## src/rtl/pixel_stream_proc_if.sv

```systemverilog
// Pixel stream bundle: an input stream into the processor and an output stream
// out of it, each carrying one RGB pixel per beat.
interface pixel_stream_proc_if #(
  parameter int PIX_W = 8,
  parameter int DIM_W = 11
) ();
  // Both streams are valid/ready: a beat transfers on a rising edge where valid
  // and ready are both high; while valid is high and ready low, the producer
  // keeps valid and the payload unchanged. Ready may depend on the other side.
  logic             in_valid;
  logic             in_ready;
  logic [PIX_W-1:0] in_r;
  logic [PIX_W-1:0] in_g;
  logic [PIX_W-1:0] in_b;
  logic             out_valid;
  logic             out_ready;
  logic [PIX_W-1:0] out_r;
  logic [PIX_W-1:0] out_g;
  logic [PIX_W-1:0] out_b;
  logic [DIM_W-1:0] out_row;
  logic [DIM_W-1:0] out_col;
  logic             out_last;

  modport slave (
    input  in_valid, in_r, in_g, in_b, out_ready,
    output in_ready, out_valid, out_r, out_g, out_b, out_row, out_col, out_last
  );

  modport master (
    output in_valid, in_r, in_g, in_b, out_ready,
    input  in_ready, out_valid, out_r, out_g, out_b, out_row, out_col, out_last
  );
endinterface

```

## src/rtl/pixel_stream_proc.sv

```systemverilog
// Frame-based pixel processor: a two-stage pipeline applying a per-frame colour
// operation and tagging each output pixel with its raster position.
module pixel_stream_proc #(
  parameter int PIX_W = 8,
  parameter int DIM_W = 11
) (
  input  logic                HCLK,
  input  logic                HRESET,
  input  logic                start,
  input  logic [2:0]          cfg_mode,
  input  logic [PIX_W-1:0]    cfg_value,
  input  logic [DIM_W-1:0]    cfg_width,
  input  logic [DIM_W-1:0]    cfg_height,
  output logic                busy,
  output logic                done,
  output logic [1:0]          state_dbg,
  pixel_stream_proc_if.slave  bus
);

  typedef enum logic [1:0] {IDLE = 2'd0, RUN = 2'd1, FLUSH = 2'd2} state_t;

  localparam logic [DIM_W-1:0] ONE_D = 1;
  localparam logic [PIX_W+1:0] THREE = 3;

  state_t state, state_nxt;

  logic [2:0]       mode_q;
  logic [PIX_W-1:0] value_q;
  logic [DIM_W-1:0] width_q, height_q;
  logic [DIM_W-1:0] in_row, in_col;

  logic             s1_valid, s1_last;
  logic [PIX_W-1:0] s1_r, s1_g, s1_b;
  logic [DIM_W-1:0] s1_row, s1_col;
  logic             s2_valid, s2_last;
  logic [PIX_W-1:0] s2_r, s2_g, s2_b;
  logic [DIM_W-1:0] s2_row, s2_col;

  logic             s1_adv, s2_adv, in_ready, in_fire, in_end;
  logic             idle_start, start_ok, start_zero, last_fire;
  logic [PIX_W+1:0] sum3, quot;
  logic [PIX_W-1:0] gray;

  function automatic logic [PIX_W-1:0] pix_op(input logic [2:0] m,
                                              input logic [PIX_W-1:0] c,
                                              input logic [PIX_W-1:0] v,
                                              input logic [PIX_W-1:0] g);
    logic [PIX_W:0] sum;
    sum = {1'b0, c} + {1'b0, v};
    pix_op = c;
    case (m)
      3'd1:    pix_op = sum[PIX_W] ? '1 : sum[PIX_W-1:0];
      3'd2:    pix_op = (c < v) ? '0 : c - v;
      3'd3:    pix_op = g;
      3'd4:    pix_op = (g > v) ? '1 : '0;
      3'd5:    pix_op = ~c;
      default: pix_op = c;
    endcase
  endfunction

  // Stage 2 frees up when empty or draining; stage 1 when empty or moving on.
  assign s2_adv     = !s2_valid || bus.out_ready;
  assign s1_adv     = !s1_valid || s2_adv;
  assign in_ready   = (state == RUN) && s1_adv;
  assign in_fire    = bus.in_valid && in_ready;
  assign in_end     = (in_row == height_q - ONE_D) && (in_col == width_q - ONE_D);
  assign idle_start = (state == IDLE) && start;
  assign start_zero = idle_start && ((cfg_width == '0) || (cfg_height == '0));
  assign start_ok   = idle_start && !start_zero;
  assign last_fire  = (state == FLUSH) && s2_valid && s2_last && bus.out_ready;

  always_comb begin
    sum3 = {2'b00, s1_r} + {2'b00, s1_g} + {2'b00, s1_b};
    quot = sum3 / THREE;
    gray = quot[PIX_W-1:0];
  end

  always_comb begin
    state_nxt = state;
    case (state)
      IDLE:    if (start_ok) state_nxt = RUN;
      RUN:     if (in_fire && in_end) state_nxt = FLUSH;
      FLUSH:   if (last_fire) state_nxt = IDLE;
      default: state_nxt = IDLE;
    endcase
  end

  always_ff @(posedge HCLK or posedge HRESET) begin
    if (HRESET) state <= IDLE;
    else        state <= state_nxt;
  end

  always_ff @(posedge HCLK or posedge HRESET) begin
    if (HRESET) begin
      done     <= 1'b0;
      mode_q   <= '0;
      value_q  <= '0;
      width_q  <= '0;
      height_q <= '0;
      in_row   <= '0;
      in_col   <= '0;
      s1_valid <= 1'b0;
      s1_last  <= 1'b0;
      s1_r     <= '0;
      s1_g     <= '0;
      s1_b     <= '0;
      s1_row   <= '0;
      s1_col   <= '0;
      s2_valid <= 1'b0;
      s2_last  <= 1'b0;
      s2_r     <= '0;
      s2_g     <= '0;
      s2_b     <= '0;
      s2_row   <= '0;
      s2_col   <= '0;
    end else begin
      done <= start_zero || last_fire;
      if (idle_start) begin
        mode_q   <= cfg_mode;
        value_q  <= cfg_value;
        width_q  <= cfg_width;
        height_q <= cfg_height;
        in_row   <= '0;
        in_col   <= '0;
      end else if (in_fire) begin
        if (in_col == width_q - ONE_D) begin
          in_col <= '0;
          in_row <= in_end ? '0 : in_row + ONE_D;
        end else begin
          in_col <= in_col + ONE_D;
        end
      end
      if (s1_adv) begin
        s1_valid <= in_fire;
        if (in_fire) begin
          s1_r    <= bus.in_r;
          s1_g    <= bus.in_g;
          s1_b    <= bus.in_b;
          s1_row  <= in_row;
          s1_col  <= in_col;
          s1_last <= in_end;
        end
      end
      if (s2_adv) begin
        s2_valid <= s1_valid;
        if (s1_valid) begin
          s2_r    <= pix_op(mode_q, s1_r, value_q, gray);
          s2_g    <= pix_op(mode_q, s1_g, value_q, gray);
          s2_b    <= pix_op(mode_q, s1_b, value_q, gray);
          s2_row  <= s1_row;
          s2_col  <= s1_col;
          s2_last <= s1_last;
        end
      end
    end
  end

  assign bus.in_ready  = in_ready;
  assign bus.out_valid = s2_valid;
  assign bus.out_r     = s2_r;
  assign bus.out_g     = s2_g;
  assign bus.out_b     = s2_b;
  assign bus.out_row   = s2_row;
  assign bus.out_col   = s2_col;
  assign bus.out_last  = s2_valid && s2_last;
  assign busy          = (state == RUN);
  assign state_dbg     = state;

endmodule

```

## src/flat_wrapper.sv

```systemverilog
// flat-port wrapper written by rule: the top's interface ports become plain ports
module pixel_stream_proc_flat 
#(
  parameter int PIX_W = 8,
  parameter int DIM_W = 11
)
  (HCLK, HRESET, start, cfg_mode, cfg_value, cfg_width, cfg_height, busy, done, state_dbg, bus_in_valid, bus_in_r, bus_in_g, bus_in_b, bus_out_ready, bus_in_ready, bus_out_valid, bus_out_r, bus_out_g, bus_out_b, bus_out_row, bus_out_col, bus_out_last);
  pixel_stream_proc_if #(.PIX_W(PIX_W), .DIM_W(DIM_W)) bus_i ();
  input  logic HCLK;
  input  logic HRESET;
  input  logic start;
  input  logic [2:0] cfg_mode;
  input  logic [PIX_W-1:0] cfg_value;
  input  logic [DIM_W-1:0] cfg_width;
  input  logic [DIM_W-1:0] cfg_height;
  output logic busy;
  output logic done;
  output logic [1:0] state_dbg;
  input wire logic [$bits(bus_i.in_valid)-1:0] bus_in_valid;
  input wire logic [$bits(bus_i.in_r)-1:0] bus_in_r;
  input wire logic [$bits(bus_i.in_g)-1:0] bus_in_g;
  input wire logic [$bits(bus_i.in_b)-1:0] bus_in_b;
  input wire logic [$bits(bus_i.out_ready)-1:0] bus_out_ready;
  output wire logic [$bits(bus_i.in_ready)-1:0] bus_in_ready;
  output wire logic [$bits(bus_i.out_valid)-1:0] bus_out_valid;
  output wire logic [$bits(bus_i.out_r)-1:0] bus_out_r;
  output wire logic [$bits(bus_i.out_g)-1:0] bus_out_g;
  output wire logic [$bits(bus_i.out_b)-1:0] bus_out_b;
  output wire logic [$bits(bus_i.out_row)-1:0] bus_out_row;
  output wire logic [$bits(bus_i.out_col)-1:0] bus_out_col;
  output wire logic [$bits(bus_i.out_last)-1:0] bus_out_last;
  assign bus_i.in_valid = bus_in_valid;
  assign bus_i.in_r = bus_in_r;
  assign bus_i.in_g = bus_in_g;
  assign bus_i.in_b = bus_in_b;
  assign bus_i.out_ready = bus_out_ready;
  assign bus_in_ready = bus_i.in_ready;
  assign bus_out_valid = bus_i.out_valid;
  assign bus_out_r = bus_i.out_r;
  assign bus_out_g = bus_i.out_g;
  assign bus_out_b = bus_i.out_b;
  assign bus_out_row = bus_i.out_row;
  assign bus_out_col = bus_i.out_col;
  assign bus_out_last = bus_i.out_last;
  pixel_stream_proc #(.PIX_W(PIX_W), .DIM_W(DIM_W)) u_core (.HCLK(HCLK), .HRESET(HRESET), .start(start), .cfg_mode(cfg_mode), .cfg_value(cfg_value), .cfg_width(cfg_width), .cfg_height(cfg_height), .busy(busy), .done(done), .state_dbg(state_dbg), .bus(bus_i));
endmodule
```

## config.mk

```make
export PLATFORM = sky130hd
export DESIGN_NAME = pixel_stream_proc_flat
export DESIGN_NICKNAME = d
export VERILOG_FILES = /design/src/rtl/pixel_stream_proc_if.sv /design/src/rtl/pixel_stream_proc.sv /design/src/flat_wrapper.sv
export SDC_FILE = /design/constraint.sdc
export NUM_CORES = 1
export LEC_CHECK = 0
export CORE_ASPECT_RATIO = 0.6
export CORE_MARGIN = 2
export CORE_UTILIZATION = 53
export DETAILED_ROUTE_END_ITERATION = 10
export GPL_TIMING_DRIVEN = 0
export PLACE_DENSITY = 0.81
export RECOVER_POWER = 100
export SKIP_LAST_GASP = 1
export SLEW_MARGIN = 20
export SYNTH_ARGS = -nofsm -noshare
export SYNTH_HDL_FRONTEND = slang
export SYNTH_SLANG_ARGS = --single-unit
```

## constraint.sdc

```tcl
create_clock -name HCLK -period 7.5 [get_ports HCLK]
set_clock_uncertainty 0.05 [all_clocks]
set_input_delay 1.125 -clock HCLK [delete_from_list [all_inputs] [get_ports HCLK]]
set_output_delay 1.125 -clock HCLK [all_outputs]
set_load 0.02 [all_outputs]
```

==> results.json <==
{
  "dieArea_um2": 22300,
  "fin_worst_hold_slack_ns": 0.414,
  "final_layout_size_suffix_gt1_share_pct": 14.4,
  "synth-seq-cells": 154,
  "final_cell_mix": "nand2_1 (271), dfrtp_1 (148), a21oi_1 (80)",
  "die_w_um": 191,
  "yosysSeqAreaShare_pct": 34.6,
  "clock_latency_ns": 0.44,
  "final_common_cell": "nand2_1",
  "vias": 11300,
  "grt_first_pass_wirelength_um": 58400,
  "slew_headroom_pct": -72.1,
  "yosysTopAreaCell": "dfrtp_1",
  "worstSetupEndpointType": "flop",
  "whs_path_depth": 2,
  "nNetsFinal": 1666,
  "fill_cells": 1640,
  "reg2regPathDepth": 43,
  "ys_types": 90,
  "critical_path.max_fanout": 7,
  "setup_viol": 24,
  "syn_to_final_growth_pct": 27.6,
  "fp.dieH_um": 116,
  "hold_violations": 0,
  "synth_area_um2": 11200,
  "synth_area_leaders": "dfrtp_1 (35%), nand2_1 (9.3%), ha_1 (8.8%)",
  "port_buffers": 114,
  "hpwlAfterDp_um": 26900,
  "cts_max_level": 4,
  "grt_setup_unrepaired": "true",
  "r2r-end": "u_core.bus.out_g[1]",
  "ant_nets": 0,
  "grt_max_degree": 105,
  "diodes": 0,
  "grt_pass1_vias": 10400,
  "period_needed_ns": 8.48,
  "reg2reg_slack_ns": -0.98,
  "holdCritStartpoint": "u_core.bus.out_col[6]",
  "cp_common_cell": "a21oi_1",
  "hold_path.class": "flop to flop",
  "fmax_mhz": 118,
  "path_clk_slew_ns": 0.06,
  "synth_top_area_share_pct": 34.6,
  "start_util_pct": 53.5,
  "synthCells": 1338,
  "routed_wl_um": 37900,
  "critPathSlowestCell": "or4_1",
  "cts_tree": "built",
  "outcome": "finished, violations left",
  "drc": 0,
  "synthFlopType": "dfrtp_1",
  "hold_end": "u_core.bus.out_col[6]",
  "clockBufferDepth": 2,
  "antenna_found_initial": 0,
  "clock-sinks": 154,
  "slew_viol_final": 157,
  "maxCapViolCount": 2,
  "cts_buffers": 17,
  "rows": 41,
  "required_ns": 7.74,
  "grtUsageTotal_pct": 34.4,
  "placed_area_um2": 12800,
  "min_period_over_period_pct": 113,
  "first_pass_iters": 5,
  "overflow": 0,
  "hold_buffers": 0,
  "path_delay_family": "compound AO/OA/AOI/OAI gates",
  "syn_area_per_cell_um2": 8.33,
  "via_per_inst": 6.23,
  "max_stage_delay_ns": 0.50,
  "criticalPathCategory": "flop to flop",
  "coreArea_um2": 20800,
  "synth_nets": 1486,
  "wire_per_inst_um": 20.9,
  "synth_warnings": 0,
  "gp_congestion": 1.02,
  "drtIter0Drc": 1184,
  "cts-root-buf": "clkbuf_16",
  "violations": "capacitance limit, slew limit, setup timing",
  "rr_startpoint": "u_core.s1_g[0]",
  "synth-edff-count": 0,
  "postLayoutCellArea_um2": 14200,
  "crit_arrival_ns": 8.72,
  "worst_pin_slew_ns": 2.58,
  "num_io_pins": 115,
  "postSynth.asyncResetShare_pct": 100,
  "crit_path_start_kind": "flop",
  "fin_ws_ns": -0.980,
  "timing.critical_path.buf_inv": 3
}
[sequential cells by signal (all words and copies together) (netlist names), 2 cells and up]
| signal | cells |
|---|---|
| u_core.bus.out_r | 8 |
| u_core.s1_g | 8 |
| u_core.mode_q | 3 |
| u_core.bus.out_row | 11 |
| u_core.s1_r | 8 |
| u_core.in_row | 11 |
| u_core.bus.out_col | 11 |
| u_core.bus.out_g | 8 |
| u_core.s1_row | 11 |
| u_core.s1_col | 11 |
| u_core.width_q | 11 |
| u_core.value_q | 8 |
| u_core.height_q | 11 |
| u_core.in_col | 11 |
| u_core.bus.out_b | 8 |
| u_core.s1_b | 8 |
| u_core.state_dbg | 2 |
[through the flow]
step	utilization, %	setup TNS (ns)	setup WS [ns]	cells
after detailed placement	61.3	-39.09	-1.83	1732
after global placement	61.1	-36.30	-1.71	1731
final	68.3	-20.69	-0.980	1810
after CTS	67.7	-12.85	-0.657	1801
after global routing	68.3	-26.08	-1.23	1810
after floorplan	-	-0.492	-0.0953	1338
[worst max-delay path by stage]
stage / slack (ns) / endpoint / cells past startpoint / start
2_1_floorplan: -0.1 / u_core.bus.out_g[5] / 43 / u_core.s1_g[1]
3_3_place_gp: -1.71 / u_core.bus.out_b[7] / 43 / u_core.s1_g[0]
3_5_place_dp: -1.83 / u_core.bus.out_b[7] / 43 / u_core.s1_g[0]
4_1_cts: -0.66 / u_core.bus.out_b[5] / 44 / u_core.s1_g[0]
5_1_grt: -1.23 / u_core.bus.out_b[7] / 45 / u_core.s1_g[1]
6_report: -0.98 / u_core.bus.out_g[1] / 43 / u_core.s1_g[0]
[area by class of cell]
| cell class | count | area (um^2) | share of cell area [%] |
|---|---|---|---|
| multi-input combinational | 1067 | 7450 | 52.4 |
| sequential | 154 | 3860 | 27.1 |
| timing repair buffer | 162 | 1510 | 10.6 |
| clock buffer | 23 | 468 | 3.29 |
| tap | 279 | 349 | 2.45 |
| buffer | 56 | 243 | 1.71 |
| inverter | 60 | 229 | 1.61 |
| clock inverter | 9 | 115 | 0.809 |
[routing by layer]
layer	wire (um)	up-vias	GRT usage, %
met5	0	-	0
met4	703	0	8.46
met3	4850	74	9.77
met2	15400	724	47.9
met1	17000	5404	52.3
li1	-	5082	-
[Yosys cell counts, types with 6 or more instances]
cell      count
nand2_1     277
dfrtp_1     154
a21oi_1      87
o21ai_0      85
ha_1         78
nor2_1       71
inv_1        60
xnor2_1      60
clkbuf_1     48
nor3_1       27
o21bai_1     24
a21o_1       23
mux2_2       22
nand2b_1     20
nand3_1      18
xor2_1       18
o22ai_1      15
o31ai_1      15
nor2b_1      14
and2_1       13
and3_1       13
o211ai_1     13
a31oi_1      12
or3_1        12
a211oi_1     11
fa_1          8
nor4_1        8
o21a_1        7
a311oi_1      6
buf_2         6
[what timing repair did]
action / CTS / global route
pin swaps: 56 / 34
gates cloned: 1 / 0
buffers inserted: 37 / 10
resized for setup: 90 / 19
setup endpoints to repair: 24 / 24
[worst reg2reg max path: cells and delay by family, from the launching register on]
family / cells / cell delay, ns
and+or+nand+nor: 9 / 1.30
buffers and inverters: 3 / 0.31
AOI/OAI and AO/OA: 23 / 4.59
muxes: 1 / 0.10
DFF: 1 / 0.41
xor gates and xnor gates: 2 / 0.30
adders and majority gates: 5 / 1.27
[cell families after synthesis]
logic type / Yosys count / synth area share, %
AND/OR/NAND/NOR: 503 / 20.2
AO/OA/AOI/OAI: 374 / 22.2
flip-flops: 154 / 34.6
buffers and inverters: 117 / 4.04
adder cells (fa/ha/maj): 86 / 10.2
XOR/XNOR: 80 / 6.42
multiplexers: 24 / 2.40
Power is left out: the tool's default activity adds up to more than one toggle a clock period on the data nets, which glitch-free logic cannot reach.
